--- src/rtl/adder_pkg.sv ---
// rtl/adder_pkg.sv - shared defaults, slice-width helper and stage payload type for pipelined_adder
package adder_pkg;

    localparam int DEF_W      = 32;
    localparam int DEF_STAGES = 4;

    function automatic int slice_w(input int w, input int stages);
        return w / stages;
    endfunction

    // Default-width stage payload; the top re-declares it at its own W.
    typedef struct packed {
        logic [DEF_W-1:0] a_hi;
        logic [DEF_W-1:0] b_hi;
        logic [DEF_W-1:0] s_lo;
        logic             c;
    } stage_t;

endpackage

--- src/rtl/adder_slice.sv ---
// rtl/adder_slice.sv - combinational CW-bit ripple chain of full_adder cells
module adder_slice #(
    parameter int CW = 8
) (
    input  logic [CW-1:0] a,
    input  logic [CW-1:0] b,
    input  logic          cin,
    output logic [CW-1:0] s,
    output logic          cout,
    output logic          cmsb
);

    logic [CW:0] c;

    assign c[0] = cin;

    for (genvar i = 0; i < CW; i++) begin : g_bit
        full_adder u_fa (
            .a    (a[i]),
            .b    (b[i]),
            .cin  (c[i]),
            .s    (s[i]),
            .cout (c[i+1])
        );
    end

    assign cout = c[CW];
    // carry into the slice MSB; XOR with cout gives signed overflow on the top slice
    assign cmsb = c[CW-1];

endmodule

--- src/rtl/full_adder.sv ---
// rtl/full_adder.sv - single-bit full adder cell
module full_adder (
    input  logic a,
    input  logic b,
    input  logic cin,
    output logic s,
    output logic cout
);

    assign s    = a ^ b ^ cin;
    assign cout = (a & b) | (cin & (a ^ b));

endmodule

--- src/rtl/pipelined_adder.sv ---
// rtl/pipelined_adder.sv - STAGES-deep pipelined ripple-carry adder with valid/ready stream
// Optional signed-overflow output enabled by ADDER_OVF_EN.
module pipelined_adder
    import adder_pkg::*;
#(
    parameter int W      = DEF_W,
    parameter int STAGES = DEF_STAGES
) (
    input  logic         clk,
    input  logic         rst,
    input  logic         in_valid,
    output logic         in_ready,
    input  logic [W-1:0] a,
    input  logic [W-1:0] b,
    input  logic         cin,
    output logic         out_valid,
    input  logic         out_ready,
    output logic [W-1:0] sum,
    output logic         cout
`ifdef ADDER_OVF_EN
    ,
    output logic         ovf
`endif
);

    localparam int SDIV = (STAGES < 1) ? 1 : STAGES;
    localparam int CW   = slice_w(W, SDIV);

    if (STAGES < 1 || STAGES > W || (W % SDIV) != 0) begin : g_bad_cfg
        $error("pipelined_adder: W must be a multiple of STAGES and 1 <= STAGES <= W");
    end

    typedef struct packed {
        logic [W-1:0] a_hi;
        logic [W-1:0] b_hi;
        logic [W-1:0] s_lo;
        logic         c;
    } stage_w_t;

    stage_w_t          st_q   [STAGES];
    stage_w_t          st_nxt [STAGES];
    logic [STAGES-1:0] v_q;
    logic [STAGES-1:0] v_prev;
    logic [STAGES-1:0] en;
    logic [STAGES-1:0] cmsb;
    logic              unused_bits;

    // A stage may load when it is empty or when the stage after it is moving.
    always_comb begin
        en = '0;
        en[STAGES-1] = !v_q[STAGES-1] || out_ready;
        for (int k = STAGES - 2; k >= 0; k--) begin
            en[k] = !v_q[k] || en[k+1];
        end
    end

    always_comb begin
        v_prev    = '0;
        v_prev[0] = in_valid;
        for (int k = 1; k < STAGES; k++) begin
            v_prev[k] = v_q[k-1];
        end
    end

    for (genvar k = 0; k < STAGES; k++) begin : g_stage
        stage_w_t      in_k;
        logic [CW-1:0] s_k;
        logic          c_k;

        if (k == 0) begin : g_first
            assign in_k = {a, b, {W{1'b0}}, cin};
        end else begin : g_next
            assign in_k = st_q[k-1];
        end

        adder_slice #(.CW(CW)) u_slice (
            .a    (in_k.a_hi[k*CW +: CW]),
            .b    (in_k.b_hi[k*CW +: CW]),
            .cin  (in_k.c),
            .s    (s_k),
            .cout (c_k),
            .cmsb (cmsb[k])
        );

        always_comb begin
            st_nxt[k]                  = in_k;
            st_nxt[k].s_lo[k*CW +: CW] = s_k;
            st_nxt[k].c                = c_k;
        end
    end

    always_ff @(posedge clk or posedge rst) begin
        if (rst) begin
            v_q <= '0;
            for (int k = 0; k < STAGES; k++) begin
                st_q[k] <= '0;
            end
        end else begin
            for (int k = 0; k < STAGES; k++) begin
                if (en[k]) begin
                    v_q[k]  <= v_prev[k];
                    st_q[k] <= st_nxt[k];
                end
            end
        end
    end

`ifdef ADDER_OVF_EN
    logic ovf_q;

    always_ff @(posedge clk or posedge rst) begin
        if (rst) begin
            ovf_q <= 1'b0;
        end else if (en[STAGES-1]) begin
            ovf_q <= cmsb[STAGES-1] ^ st_nxt[STAGES-1].c;
        end
    end

    assign ovf = ovf_q;
`endif

    // The last stage never forwards operands, and only the top slice's cmsb matters.
    assign unused_bits = ^{st_q[STAGES-1].a_hi, st_q[STAGES-1].b_hi, cmsb};

    assign in_ready  = en[0];
    assign out_valid = v_q[STAGES-1];
    assign sum       = st_q[STAGES-1].s_lo;
    assign cout      = st_q[STAGES-1].c;

endmodule

--- config.mk ---
export PLATFORM = sky130hd
export DESIGN_NAME = pipelined_adder
export DESIGN_NICKNAME = d
export VERILOG_FILES = /design/src/rtl/adder_pkg.sv /design/src/rtl/adder_slice.sv /design/src/rtl/full_adder.sv /design/src/rtl/pipelined_adder.sv
export SDC_FILE = /design/constraint.sdc
export NUM_CORES = 1
export LEC_CHECK = 0
export BUFFER_PORTS_ARGS = -buffer_cell sky130_fd_sc_hd__buf_2
export CORE_UTILIZATION = 40
export CTS_BUF_LIST = sky130_fd_sc_hd__clkbuf_4 sky130_fd_sc_hd__clkbuf_8 sky130_fd_sc_hd__clkbuf_16
export DETAILED_ROUTE_END_ITERATION = 16
export GPL_TIMING_DRIVEN = 0
export PLACE_DENSITY = 0.7
export SKIP_LAST_GASP = 1
export SYNTH_ARGS = -nofsm -noshare
export SYNTH_HDL_FRONTEND = slang
export SYNTH_SLANG_ARGS = --single-unit
--- constraint.sdc ---
create_clock -name clk -period 6 [get_ports clk]
set_clock_uncertainty 0.15 [all_clocks]
set_input_delay 0.3 -clock clk [delete_from_list [all_inputs] [get_ports clk]]
set_output_delay 0.3 -clock clk [all_outputs]
set_load 0.005 [all_outputs]
==> flow_metrics.tcl <==
set metrics [dict create \
    finalNonFillerCells 959 \
    drtIter0Drc 231 \
    mostFrequentLayoutCells "dfrtp_1 (184), mux2_2 (125), buf_2 (113)" \
    maxSlewViolCount 0 \
    endpoint_kind "flip-flop" \
    clk_latency_ns 0.43 \
    start_util 0.413 \
    grt_pass1_vias 5108 \
    reg2reg_to "g_stage[2].in_k[16]" \
    antenna_found_initial 0 \
    status "complete, but fails checks" \
    worst_slew_margin_rel 0.527 \
    grt_pass1_wl_mm 26.3 \
    design_area_sq_um 9490 \
    finalPower_uw 3730 \
    worst_slew_pin_slew_ns 0.710 \
    dr_total_vias 4621 \
    synth_cells 545 \
    dp_hpwl_mm 11.2 \
    drt_wl_total_mm 15.8 \
    portBuffers 103 \
    min_to "g_stage[1].in_k[48]" \
    rows 49 \
    dpl_cell_area_sq_um 8360 \
    yosys_register_bits 184 \
    yosysTopAreaCell "dfrtp_1" \
    wl_per_cell_um 16.4 \
    cp_num_buf_inv 3 \
    drc 9 \
    slowest_delay_ns 0.49 \
    via_per_inst 4.82 \
    arrival_ns 4.54 \
    hold_viol 0 \
    gr-total-overflow 0 \
    yosysWarnings 0 \
    path_class "reg2reg" \
    rsz0062_at_grt "no" \
    period_minus_slack_ns 4.35 \
    crit_chain "inv_1 > fa_1 > inv_1 > fa_1 > fa_1 > fa_1 > fa_1 > fa_1 > fa_1 > inv_1 > fa_1 > a21oi_1" \
    cts.reportedPaths.clkPinSlew_ns 0.07 \
    cts_tree "done" \
    fmax_ghz 0.230 \
    synth_top_area_share 0.612 \
    cts_sinks 184 \
    core_area_sq_um 18200 \
    cellPowerDensity_nw_per_um2 393 \
    drive_above_1_share 0.377 \
    setup_viol 0 \
    startpoint_type "flip-flop" \
    cts_buffers 17 \
    diodes 0 \
    dr.pass1.iters 13 \
    worstRegToRegCells 12 \
    crit_family "adder cells" \
    syn_area_sq_um 7520 \
    violations "design-rule violations" \
    leakagePower_uw 0.00442 \
    synth.avg_cell_area_sq_um 13.8 \
    crit_top_cell "fa_1" \
    dieArea_sq_um 19400 \
    die_y_um 139 \
    critical_path.max_fanout 2 \
    ioPinCount 104 \
    yosys-top-cells-area "dfrtp_1 (61%), mux2_2 (19%), fa_1 (8.5%)" \
    cts_max_level 4 \
    place_inst 878 \
    worstPathRequired_ns 6.19 \
    final.setup.tns_ns 0 \
    place.gp.congestion 0.740 \
    ant_nets 0 \
    period_share 0.726 \
    final_common_cell "dfrtp_1" \
    holdPathStages 3 \
    grt_max_degree 97 \
    grt_use_total 0.179 \
    clockBufferDepth 2 \
    synth.distinct_cells 19 \
    die_w_um 139 \
    synth_seq_area_share 0.612 \
    r2r_start "g_stage[1].in_k[73]" \
    hp-start "b[15]" \
    r2r_slack_ns 1.65 \
    max-vdd-ir-drop_v 0.000202 \
    cts_resized 0 \
    synthToLayoutAreaGrowth_pct 26.1 \
    final_nets 818 \
    syn_nets 646 \
    hold_path.class "in2reg" \
    clock-root-buffer "clkbuf_16" \
    crit_slowest_cell "fa_1" \
    cap_violations 0 \
]
==> synth_stat cells <==
library cell,count
clkbuf_1,7
a21oi_1,12
nand2_1,99
nand4b_1,1
buf_2,10
nand3b_1,1
buf_6,2
o21ai_0,16
nand2b_1,4
nor3_1,3
buf_1,7
mux2_4,1
nor2_1,9
fa_1,32
nor2b_1,1
inv_1,30
or2_1,1
mux2_2,125
dfrtp_1,184
==> logic make-up (layout without fill, tap and decap cells) <==
group                      count (synthesis)  in the layout  synth area share
AOI/OAI and AO/OA                         28             28            0.0186
adders and majority gates                 32             32            0.0852
buffers and inverters                     56            241            0.0316
DFF                                      184            184             0.612
muxes                                    126            126             0.189
and+or+nand+nor                          119            119            0.0631
==> through the flow <==
stage	hold WS, ns	setup slack (ns)	utilization
after floorplan	0.258	0.550	-
final	0.0347	1.65	0.521
after global placement	0.297	-1.09	0.457
after global routing	0.0312	1.44	0.521
after CTS	0.0164	1.60	0.521
after detailed placement	0.291	1.63	0.459
==> registers in the layout, summed over array words and instances, names as in the netlist <==
| name | count |
|---|---|
| cout | 1 |
| g_stage.in_k | 147 |
| sum | 32 |
| v_q | 4 |
==> worst min-delay path: cells and delay by family <==
kind / cells / cell delay, ns
AOI/OAI and AO/OA: 2 / 0.17
buffers and inverters: 1 / 0.09
==> timing repair <==
item                      CTS  global route
hold endpoints to repair  136             0
buffers inserted            0             0
hold buffers               49             0
==> report_power, final <==
group / internal, uW / switching [uW] / leakage, uW
Sequential: 1570 / 179 / 0.00215
Combinational: 414 / 369 / 0.00197
Clock: 718 / 482 / 0.000304
Total: 2700 / 1030 / 0.00442
==> metal layers <==
metal | vias to the layer above | track usage | share of wire | wire length (um)
met3 | 20 | 0.0369 | 0.032 | 499
met4 | 0 | 0.0673 | 0.018 | 281
met5 | - | 0 | 0 | 0
met2 | 85 | 0.312 | 0.52 | 8150
met1 | 2391 | 0.220 | 0.43 | 6820
li1 | 2125 | - | - | -
==> worst max-delay path by stage <==
| stage | cells after the start | start | slack (ns) | end |
|---|---|---|---|---|
| final | 12 | g_stage[1].in_k[73] | 1.65 | g_stage[2].in_k[16] |
| after floorplan | 1 | rst | 0.55 | cout |
| after detailed placement | 12 | g_stage[1].in_k[73] | 1.63 | g_stage[2].in_k[16] |
| after global placement | 2 | rst | -1.09 | g_stage[1].in_k[45] |
| after global routing | 12 | g_stage[1].in_k[0] | 1.44 | g_stage[2].in_k[16] |
| after CTS | 12 | g_stage[1].in_k[73] | 1.60 | g_stage[2].in_k[16] |
==> cell type report <==
class	count	area [sq um]
buffer	26	125
timing repair buffer	153	1030
tap	229	287
fill	1575	8720
multi-input combinational	305	2680
clock buffer	19	447
clock inverter	13	191
sequential	184	4600
inverter	30	120
Note: power is estimated with default switching activity, not from simulation.
